File: src/rtl/gnt_burst_mux.sv
// gnt_burst_mux: moves a fixed-length burst from the granted
// client onto one shared valid/ready target port.
module gnt_burst_mux #(
  parameter int DW    = 8,
  parameter int BURST = 4
) (
  input  logic          clk,
  input  logic          rst,
  input  logic          gnt0,
  input  logic          gnt1,
  input  logic          gnt2,
  input  logic          gnt3,
  input  logic [DW-1:0] din0,
  input  logic [DW-1:0] din1,
  input  logic [DW-1:0] din2,
  input  logic [DW-1:0] din3,
  input  logic          out_ready,
  output logic          out_valid,
  output logic [DW-1:0] out_data,
  output logic [1:0]    out_src,
  output logic          ack0,
  output logic          ack1,
  output logic          ack2,
  output logic          ack3,
  output logic          done0,
  output logic          done1,
  output logic          done2,
  output logic          done3,
  output logic          busy,
  output logic          err
);

  localparam int CW = (BURST > 1) ? $clog2(BURST) : 1;
  localparam logic [CW-1:0] LAST = CW'(BURST - 1);

  typedef enum logic [1:0] {
    IDLE,
    XFER,
    DONE
  } state_t;

  state_t        state;
  logic [1:0]    src;
  logic [CW-1:0] beat_cnt;
  logic [3:0]    done_q;

  logic [3:0]    gnt;
  logic [DW-1:0] din [4];
  logic [1:0]    gidx;
  logic          onehot;
  logic          multi;
  logic          accept;
  logic [3:0]    ack;

  assign gnt    = {gnt3, gnt2, gnt1, gnt0};
  assign din[0] = din0;
  assign din[1] = din1;
  assign din[2] = din2;
  assign din[3] = din3;

  always_comb begin
    gidx   = 2'd0;
    onehot = 1'b0;
    unique case (gnt)
      4'b0001: begin gidx = 2'd0; onehot = 1'b1; end
      4'b0010: begin gidx = 2'd1; onehot = 1'b1; end
      4'b0100: begin gidx = 2'd2; onehot = 1'b1; end
      4'b1000: begin gidx = 2'd3; onehot = 1'b1; end
      default: ;
    endcase
  end

  // clearing the lowest set bit leaves something only if 2+ bits were set
  assign multi = (gnt & (gnt - 4'd1)) != 4'd0;

  assign out_valid = (state == XFER) && gnt[src];
  assign accept    = out_valid && out_ready;
  assign out_data  = out_valid ? din[src] : '0;
  assign out_src   = src;
  assign ack       = accept ? (4'b0001 << src) : 4'b0000;

  assign {ack3, ack2, ack1, ack0}     = ack;
  assign {done3, done2, done1, done0} = done_q;
  assign busy = (state != IDLE);

  always_ff @(posedge clk) begin
    if (rst) begin
      state    <= IDLE;
      src      <= 2'd0;
      beat_cnt <= '0;
      err      <= 1'b0;
      done_q   <= 4'b0000;
    end else begin
      done_q <= 4'b0000;
      unique case (state)
        IDLE: begin
          if (onehot) begin
            src      <= gidx;
            beat_cnt <= '0;
            state    <= XFER;
          end else if (multi) begin
            err <= 1'b1;
          end
        end
        XFER: begin
          if (!gnt[src]) begin
            beat_cnt <= '0;
            state    <= IDLE;
          end else if (accept) begin
            if (beat_cnt == LAST) begin
              beat_cnt <= '0;
              done_q   <= 4'b0001 << src;
              state    <= DONE;
            end else begin
              beat_cnt <= beat_cnt + 1'b1;
            end
          end
        end
        DONE:    state <= IDLE;
        default: state <= IDLE;
      endcase
    end
  end

endmodule

File: config.mk
export PLATFORM = sky130hd
export DESIGN_NAME = gnt_burst_mux
export DESIGN_NICKNAME = d
export VERILOG_FILES = /design/src/rtl/gnt_burst_mux.sv
export SDC_FILE = /design/constraint.sdc
export NUM_CORES = 1
export LEC_CHECK = 0
export BUFFER_PORTS_ARGS = -buffer_cell sky130_fd_sc_hd__buf_2
export CORE_MARGIN = 2
export CORE_UTILIZATION = 40
export DETAILED_ROUTE_END_ITERATION = 12
export PLACE_DENSITY = 0.78
export RECOVER_POWER = 25
export SETUP_SLACK_MARGIN = 0.05
export SLEW_MARGIN = 20
export SYNTH_ARGS = -nofsm -noshare
export SYNTH_HDL_FRONTEND = slang
export SYNTH_SLANG_ARGS = --single-unit
File: constraint.sdc
create_clock -name clk -period 4.85 [get_ports clk]
set_input_delay 1.2125 -clock clk [delete_from_list [all_inputs] [get_ports clk]]
set_output_delay 1.2125 -clock clk [all_outputs]
set_load 0.01 [all_outputs]
Yosys cells after proc, flatten, opt, wreduce, memory -nomap -nowiden
Index checks and enable logic that the tools add are counted.
{"block": "op_classes", "shifts": 1, "addsub": 2, "n_mux": 19, "n_reduce_logical": 12, "n_eq_ne": 9, "magnitude_cmp": 2, "bitwise_logic": 7}
{"operator": "$mux 8", "n": 3}
{"operator": "$bmux 8 s2", "n": 1}
{"operator": "$mux 2", "n": 8}
{"operator": "$reduce_and 3->1", "n": 3}
{"operator": "$pmux 2 s2", "n": 2}
{"operator": "$pmux 2 s3", "n": 1}
{"operator": "$not 1->1", "n": 5}
{"operator": "$reduce_or 5->1", "n": 1}
{"operator": "$and 4x4->4", "n": 1}
{"operator": "$eq 4x1->1 const B", "n": 1}
{"operator": "$eq 4x2->1 const B", "n": 1}
{"operator": "$eq 4x3->1 const B", "n": 1}
{"operator": "$eq 4x4->1 const B", "n": 1}
{"operator": "$mux 4", "n": 1}
{"operator": "$reduce_bool 2->1", "n": 2}
{"operator": "$reduce_bool 4->1", "n": 1}
{"operator": "$reduce_or 4->1", "n": 1}
{"operator": "$shl 1x2->4 const A", "n": 1}
{"operator": "$sub 4x1->4 const B", "n": 1}
{"operator": "$ge 3x3->1 const B", "n": 1}
{"operator": "$lt 2x3->1 const B", "n": 1}
{"operator": "$ne 3x2->1 const B", "n": 1}
{"operator": "$ne 3x3->1 const B", "n": 1}
{"operator": "$not 2->3", "n": 1}
{"operator": "other kinds (9)", "n": 11}
{"block": "totals", "inputBits": 39, "regBits": 11, "word_cells": 57, "out_inout_bits": 21}

Logic depth before layout (Yosys ltp)
Gate-level depths: netlist of the first run.
{"block": "logic_depth", "depth_word": 7, "ltp_mapped": 6, "depth_no_buf": 5}

Least setup slack after synthesis of the first run
No wires, ideal clock.
{"block": "synth_path", "path_kind": "input port to output port", "startpoint": "in gnt3", "endpoint": "out ack1", "path_buffers": 1, "t_required_ns": 3.638, "arrival_ns": 2.282, "cell_stages": 6, "setup_slack_ns": 1.355, "path_cell_list": "buf_2 > mux4_2 > nand2_2 > inv_1 > nand2_1 > nor2_1"}
{"block": "synth_via", "elab_chain_cells": 5}
{"item": "start: declaration", "line": "12", "text": "input logic gnt3,"}
{"item": "$bmux 1 s2", "line": "76", "text": "assign out_valid = (state == XFER) && gnt[src];"}
{"item": "$mux 1 (implied by the code)", "line": "76"}
{"item": "$logic_and 1x1->1", "line": "76"}
{"item": "net out_valid", "line": "18", "text": "output logic out_valid,"}
{"item": "$logic_and 1x1->1", "line": "77", "text": "assign accept = out_valid && out_ready;"}
{"item": "$mux 4", "line": "80", "text": "assign ack = accept ? (4'b0001 << src) : 4'b0000;"}
{"item": "end: declaration", "line": "22", "text": "output logic ack1,"}
The timed path passes the listed nets, and every way through them passes these cells. The select of a mux whose other input is x is not followed.

Worst setup path in the final report of the first run
{"block": "layout_path", "startpoint": "in gnt2", "endpoint": "out ack0"}
{"block": "layout_via", "elab_chain_cells": 5}
{"item": "start: declaration", "line": "11", "text": "input logic gnt2,"}
{"item": "$bmux 1 s2", "line": "76"}
{"item": "$mux 1 (implied by the code)", "line": "76"}
{"item": "$logic_and 1x1->1", "line": "76"}
{"item": "$logic_and 1x1->1", "line": "77"}
{"item": "$mux 4", "line": "80"}
{"item": "end: declaration", "line": "21", "text": "output logic ack0,"}
Every way passes these cells. The select of a mux whose other input is x is not followed.

==> out/metrics.yaml, run 1 <==
run_status:
  status: "finished, final reports clean"
sta:
  setup_tns_ps: 0
  layout_worst_path_cycle_share: 0.773
  finalHoldViolations: 0
  tightestPinTransition_ps: 883
  setup_violations: 0
  period_minus_slack_ps: 3750
  max_freq_ghz: 0.267
  setup_slack_ps: 1100
  rsz0062_at_grt: "no"
  clock_skew_ps: 2.09
  slew_violations: 0
  slew_headroom: 0.410
die:
  dieArea_um2: 2610
  die_h_um: 51.1
  num_rows: 17
  die_w_um: 51.1
  core_area_um2: 2150
  ioPinCount: 60
  initial_core_util: 0.412
pwr:
  leakage_nw: 0.573
  finalPower_uw: 216
  peakVddDrop_uv: 82.6
  powerDensity_nw_per_um2: 184
logic_synthesis:
  synth_warnings: 0
  synth_cells: 94
  yosysUniqueCellTypes: 34
  post_synth.cell_area_avg_um2: 9.42
  syn_area_um2: 886
  yosys-top-cells-area: "dfxtp_1 25%, mux4_2 18%, mux4_1 5.9%, and3_1 5.6%, nor2_1 4.7%"
  synth_top_cell_by_area: "dfxtp_1"
  ys_seq_area_frac: 0.249
  synth_edf_count: 0
  synth-seq-cells: 11
  synthTopCellsByCount: "11 x dfxtp_1, 11 x nor2_1, 8 x and3_1"
  async_flop_share: 0
  syn_nets: 134
  synth_top_cell_area_share: 0.249
  synth-main-ff-cell: "dfxtp_1"
worst_setup_path:
  cpPeakStageDelay_ps: 410
  start_kind: "input pin"
  arrival_ps: 2540
  crit_type: "input pin to output port"
  crit_chain: "clkbuf_1, mux4_2, nand2_2, nor4b_1, buf_2"
  endpoint: "ack0"
  startpoint: "gnt2"
  cp.required_ps: 3640
  r2r-end: "done_q[0]"
  rr_worst_depth: 4
  r2r_setup_slack_ps: 2790
  crit_path_max_fanout: 9
  path_delay_family: "buffers and inverters"
  worst-path-stages: 5
  cpMaxStageDelayCell: "mux4_2"
  cp.buffers_inverters: 2
  timing.rr.start: "out_src[0]"
  end_kind: "output port"
final_layout:
  area_growth_pct: 32.8
  seq_area_um2: 220
  nets: 188
  antenna_cells: 0
  fillers: 214
  drive_above_1_share: 0.463
  multi_input_area_um2: 596
route:
  firstDrtPassIters: 4
  num_vias: 929
  vias_per_cell: 5.31
  wl_um: 2260
  ant_nets: 0
  first_iter_violations: 12
  wire_per_inst_um: 12.9
  drc: 0
grt:
  grt_remaining_overflow: 0
  grtUsageTotal: 0.174
  antenna_found_initial: 0
  grt_pass1_vias: 795
  grt_max_degree: 20
  grt_pass1_wl_um: 3520
place:
  gp_congestion: 0.805
  dp_hpwl_um: 1770
  pre_cts_ws_ps: 1180
  numPortBuffers: 59
cts:
  clock-sinks: 11
  cts_buffers: 3
  clkLatencyLatePin_ps: 270
  post_cts_buffers: 0
  cts.path.max_buffers: 2
  htree_levels: 1
  cts_root_buffer: "clkbuf_4"
  cts_tree: "yes"
  cts.clk_slew.worst_paths_ps: 70
  cts_resized: 0
  holdBufCountCts: 0
worst_hold_path:
  min_path_type: "register to register"
run:
  maxCapViolations: 0
-- cell type report --
| cell class | instances | area share |
|---|---|---|
| clock buffers | 4 | 0.0223 |
| flip-flops and latches | 11 | 0.187 |
| well taps | 28 | 0.0298 |
| repair buffers | 59 | 0.245 |
| multi-input cells | 70 | 0.506 |
| inverters | 3 | 0.00957 |
-- how the worst min path moves through the flow --
stage                      from     endpoint  slack [ps]  cells after the start
detailed placement  beat_cnt[1]  beat_cnt[1]         470                      1
CTS                 beat_cnt[1]  beat_cnt[1]         490                      1
finish                      err          err         480                      2
global placement    beat_cnt[1]  beat_cnt[1]         460                      1
floorplan           beat_cnt[1]  beat_cnt[1]         450                      1
global route        beat_cnt[1]  beat_cnt[1]         510                      1
-- worst min-delay path: stages (launching register included) --
cell and delay (ps):
dfxtp_1 340, a31oi_1 40, nor2_1 70
-- routing by layer --
layer / share of wire / track usage / vias up / wire [um]
met5: 0 / 0 / - / 0
met2: 0.51 / 0.314 / 27 / 1150
li1: - / - / 455 / -
met4: 0.013 / 0.0541 / 0 / 30
met3: 0.054 / 0.0146 / 2 / 123
met1: 0.42 / 0.217 / 445 / 949
-- kinds of logic after synthesis --
| kind of cell | count (synthesis) | share of synthesized area |
|---|---|---|
| muxes | 11 | 0.260 |
| and+or+nand+nor | 42 | 0.263 |
| buffers and inverters | 13 | 0.0791 |
| AOI/OAI and AO/OA | 13 | 0.106 |
| DFF | 11 | 0.249 |
| xor gates and xnor gates | 3 | 0.0297 |
| adders and majority gates | 1 | 0.0141 |
-- power breakdown --
group | internal [mW] | switching [mW] | leakage, nW | total [mW]
Clock | 0.0319 | 0.0314 | 0.0150 | 0.0634
Sequential | 0.0924 | 0.00458 | 0.0892 | 0.0970
Combinational | 0.0310 | 0.0250 | 0.469 | 0.0561
Total | 0.155 | 0.0611 | 0.573 | 0.216
-- flip-flops by register name, summed over array words and instances, names as in the netlist --
name / cells
done_q: 4
err: 1
out_src: 2
state: 2
beat_cnt: 2
-- placed cells by master, fill, tap and decap left out, drive strengths merged --
| master | netlist | routed |
|---|---|---|
| a221o | 1 | 1 |
| a2bb2oi | 1 | 1 |
| clkbuf | 2 | 10 |
| nand2 | 6 | 6 |
| buf | 8 | 53 |
| o22ai | 1 | 1 |
| inv | 3 | 3 |
| mux4 | 9 | 9 |
| nor4 | 1 | 1 |
| nand2b | 2 | 2 |
| a32o | 2 | 2 |
| or3b | 1 | 1 |
| nor2b | 3 | 3 |
| xnor2 | 1 | 1 |
| nand3 | 3 | 3 |
| mux2i | 2 | 2 |
| nor2 | 11 | 11 |
| a31oi | 1 | 1 |
| nor3 | 3 | 3 |
| a21bo | 1 | 1 |
| a21oi | 5 | 5 |
| ha | 1 | 1 |
| or3 | 2 | 2 |
| and3 | 8 | 8 |
| nor4b | 2 | 2 |
| dfxtp | 11 | 11 |
| xor2 | 2 | 2 |
| o21bai | 1 | 1 |
-- per-stage QoR --
stage	utilization	hold WS, ps	instance area, um2	instances
detailed placement	0.539	472	1160	171
global route	0.547	505	1180	175
CTS	0.551	489	1180	175
finish	0.547	484	1180	175
global placement	0.539	465	1160	171
floorplan	-	446	886	94
Power figures use the tool's default switching activity.
==> run 2, diff against run 1 <==
--- a/config.mk
+++ b/config.mk
@@ -5,11 +5,12 @@
 export SDC_FILE = /design/constraint.sdc
 export NUM_CORES = 1
 export LEC_CHECK = 0
+export ABC_AREA = 1
 export BUFFER_PORTS_ARGS = -buffer_cell sky130_fd_sc_hd__buf_2
 export CORE_MARGIN = 2
-export CORE_UTILIZATION = 40
+export CORE_UTILIZATION = 39
 export DETAILED_ROUTE_END_ITERATION = 12
-export PLACE_DENSITY = 0.78
+export PLACE_DENSITY = 0.8
 export RECOVER_POWER = 25
 export SETUP_SLACK_MARGIN = 0.05
 export SLEW_MARGIN = 20
==> constraint.sdc (replaced) <==
create_clock -name clk -period 3.68 [get_ports clk]
set_input_delay 0.92 -clock clk [delete_from_list [all_inputs] [get_ports clk]]
set_output_delay 0.92 -clock clk [all_outputs]
set_load 0.01 [all_outputs]
==> out/metrics.yaml, run 2 <==
run_status:
  status: "finished, final reports clean"
cts:
  cts_root_buffer: "clkbuf_4"
  post_cts_buffers: 0
  cts_resized: 0
  cts_tree: "yes"
  clkLatencyLatePin_ps: 270
  htree_levels: 1
  holdBufCountCts: 0
  clock-sinks: 11
  cts.path.max_buffers: 2
  cts.clk_slew.worst_paths_ps: 70
  cts_buffers: 3
final_layout:
  nets: 227
  fillers: 208
  largest_reg_flops: 4
  antenna_cells: 0
  area_growth_pct: 40.9
  design_area_um2: 1100
  utilization: 0.572
  mostFrequentLayoutCell: "buf_2"
  final_cells: 213
  drive_above_1_share: 0.355
  max_flop_register: "done_q"
  final_cell_mix: "54 x buf_2, 38 x nand2_1, 16 x inv_1, 13 x nor2_1, 11 x dfxtp_1"
logic_synthesis:
  yosysUniqueCellTypes: 21
  synth_top_cell_area_share: 0.282
  synth-main-ff-cell: "dfxtp_1"
  synth_edf_count: 0
  synth_top_cell_by_area: "dfxtp_1"
  syn_area_um2: 781
  async_flop_share: 0
  synth-seq-cells: 11
  synth_warnings: 0
  yosysMostFrequentCell: "nand2_1"
  synth_cells: 125
  post_synth.cell_area_avg_um2: 6.25
  synthTopCellsByCount: "38 x nand2_1, 16 x inv_1, 13 x nor2_1"
  ys_seq_area_frac: 0.282
  syn_nets: 165
  yosys-top-cells-area: "dfxtp_1 28%, nand2_1 18%, a22oi_1 7.7%, inv_1 7.7%, a31oi_1 6.4%"
place:
  pre_cts_ws_ps: 842
  placedCellCount: 209
  dp_hpwl_um: 1850
  gp_congestion: 0.746
  numPortBuffers: 59
  dpl_cell_area_um2: 1080
die:
  die_h_um: 48.7
  ioPinCount: 60
  dieArea_um2: 2380
  num_rows: 16
  die_w_um: 48.7
  core_area_um2: 1920
  initial_core_util: 0.406
worst_setup_path:
  crit_type: "input pin to output port"
  crit_path_max_fanout: 11
  arrival_ps: 1950
  rr_worst_depth: 9
  cp.required_ps: 2760
  end_kind: "output port"
  startpoint: "gnt2"
  timing.rr.start: "out_src[0]"
  start_kind: "input pin"
sta:
  finalHoldViolations: 0
  slew_headroom: 0.751
  rsz0062_at_grt: "no"
  slew_violations: 0
  setup_tns_ps: 0
  tightestPinTransition_ps: 373
  whs_ps: 451
  max_freq_ghz: 0.348
  layout_worst_path_cycle_share: 0.780
  setup_violations: 0
  clock_skew_ps: 1.98
  period_minus_slack_ps: 2870
  setup_slack_ps: 808
grt:
  grtUsageTotal: 0.199
  grt_pass1_vias: 888
  grt_remaining_overflow: 0
  met1_usage: 0.246
  gr-usage-met2: 0.345
  top_usage_layer: "met2"
  grt_pass1_wl_um: 3770
  grt_max_degree: 12
  antenna_found_initial: 0
  use_met3: 0.0556
run:
  maxCapViolations: 0
route:
  vias_per_cell: 4.80
  wl_um: 2250
  first_iter_violations: 25
  num_vias: 1022
  drc: 0
  ant_nets: 0
  wire_per_inst_um: 10.6
  firstDrtPassIters: 4
worst_hold_path:
  min_path_type: "register to register"
  min_from: "err"
  hold_depth: 2
pwr:
  finalPower_uw: 308
  leakage_nw: 0.589
  peakVddDrop_uv: 215
  powerDensity_nw_per_um2: 280
-- run 2: cell count changes after synthesis, moves of 3 or more --
cell and change:
nand2_1 +33, nor3_1 +4, nor2b_1 -3, mux4_2 -7
a22oi_1 +8, buf_2 -5, inv_1 +13, and3_1 -8
a31oi_1 +7
-- run 2: report_power, final --
group          internal (mW)  total (mW)  switching, mW
Clock                 0.0420      0.0825         0.0406
Sequential             0.125       0.131        0.00584
Combinational         0.0413      0.0949         0.0535
Total                  0.209       0.308         0.0999
-- run 2: worst max-delay path, stage by stage --
cell and delay, ps:
clkbuf_1 140, nand2_1 70, nand2_1 50, nand2_1 50
nand2_2 90, nand2_2 160, inv_2 110, nand2_2 110
nor2_1 120, buf_2 140
-- run 2: layout make-up --
cell class                 instances  area, um2  area share
multi-input combinational         94        463       0.421
tap                               27       33.8      0.0307
timing repair buffer              59        289       0.263
clock buffer                       4       26.3      0.0239
inverter                          18       67.6      0.0614
sequential                        11        220       0.200
-- run 2: final timing paths --
path,end,slack (ps)
max,ack2,810
min,err,450
max reg2reg,done_q[0],2310
min reg2reg,err,450
-- run 2: cells by family (layout without fill, tap and decap cells) --
kind of cell               Yosys count  after routing  share of synthesized area
xor gates and xnor gates             1              1                     0.0112
buffers and inverters               20             81                      0.119
and+or+nand+nor                     70             70                      0.393
AOI/OAI and AO/OA                   22             22                      0.179
adders and majority gates            1              1                     0.0160
DFF                                 11             11                      0.282
-- run 2: metal layers --
layer  part of all wire  vias to the layer above
met4             0.0062                        0
met3              0.052                        6
met1               0.42                      453
met5                  0                        -
met2               0.52                       32
li1                   -                      531
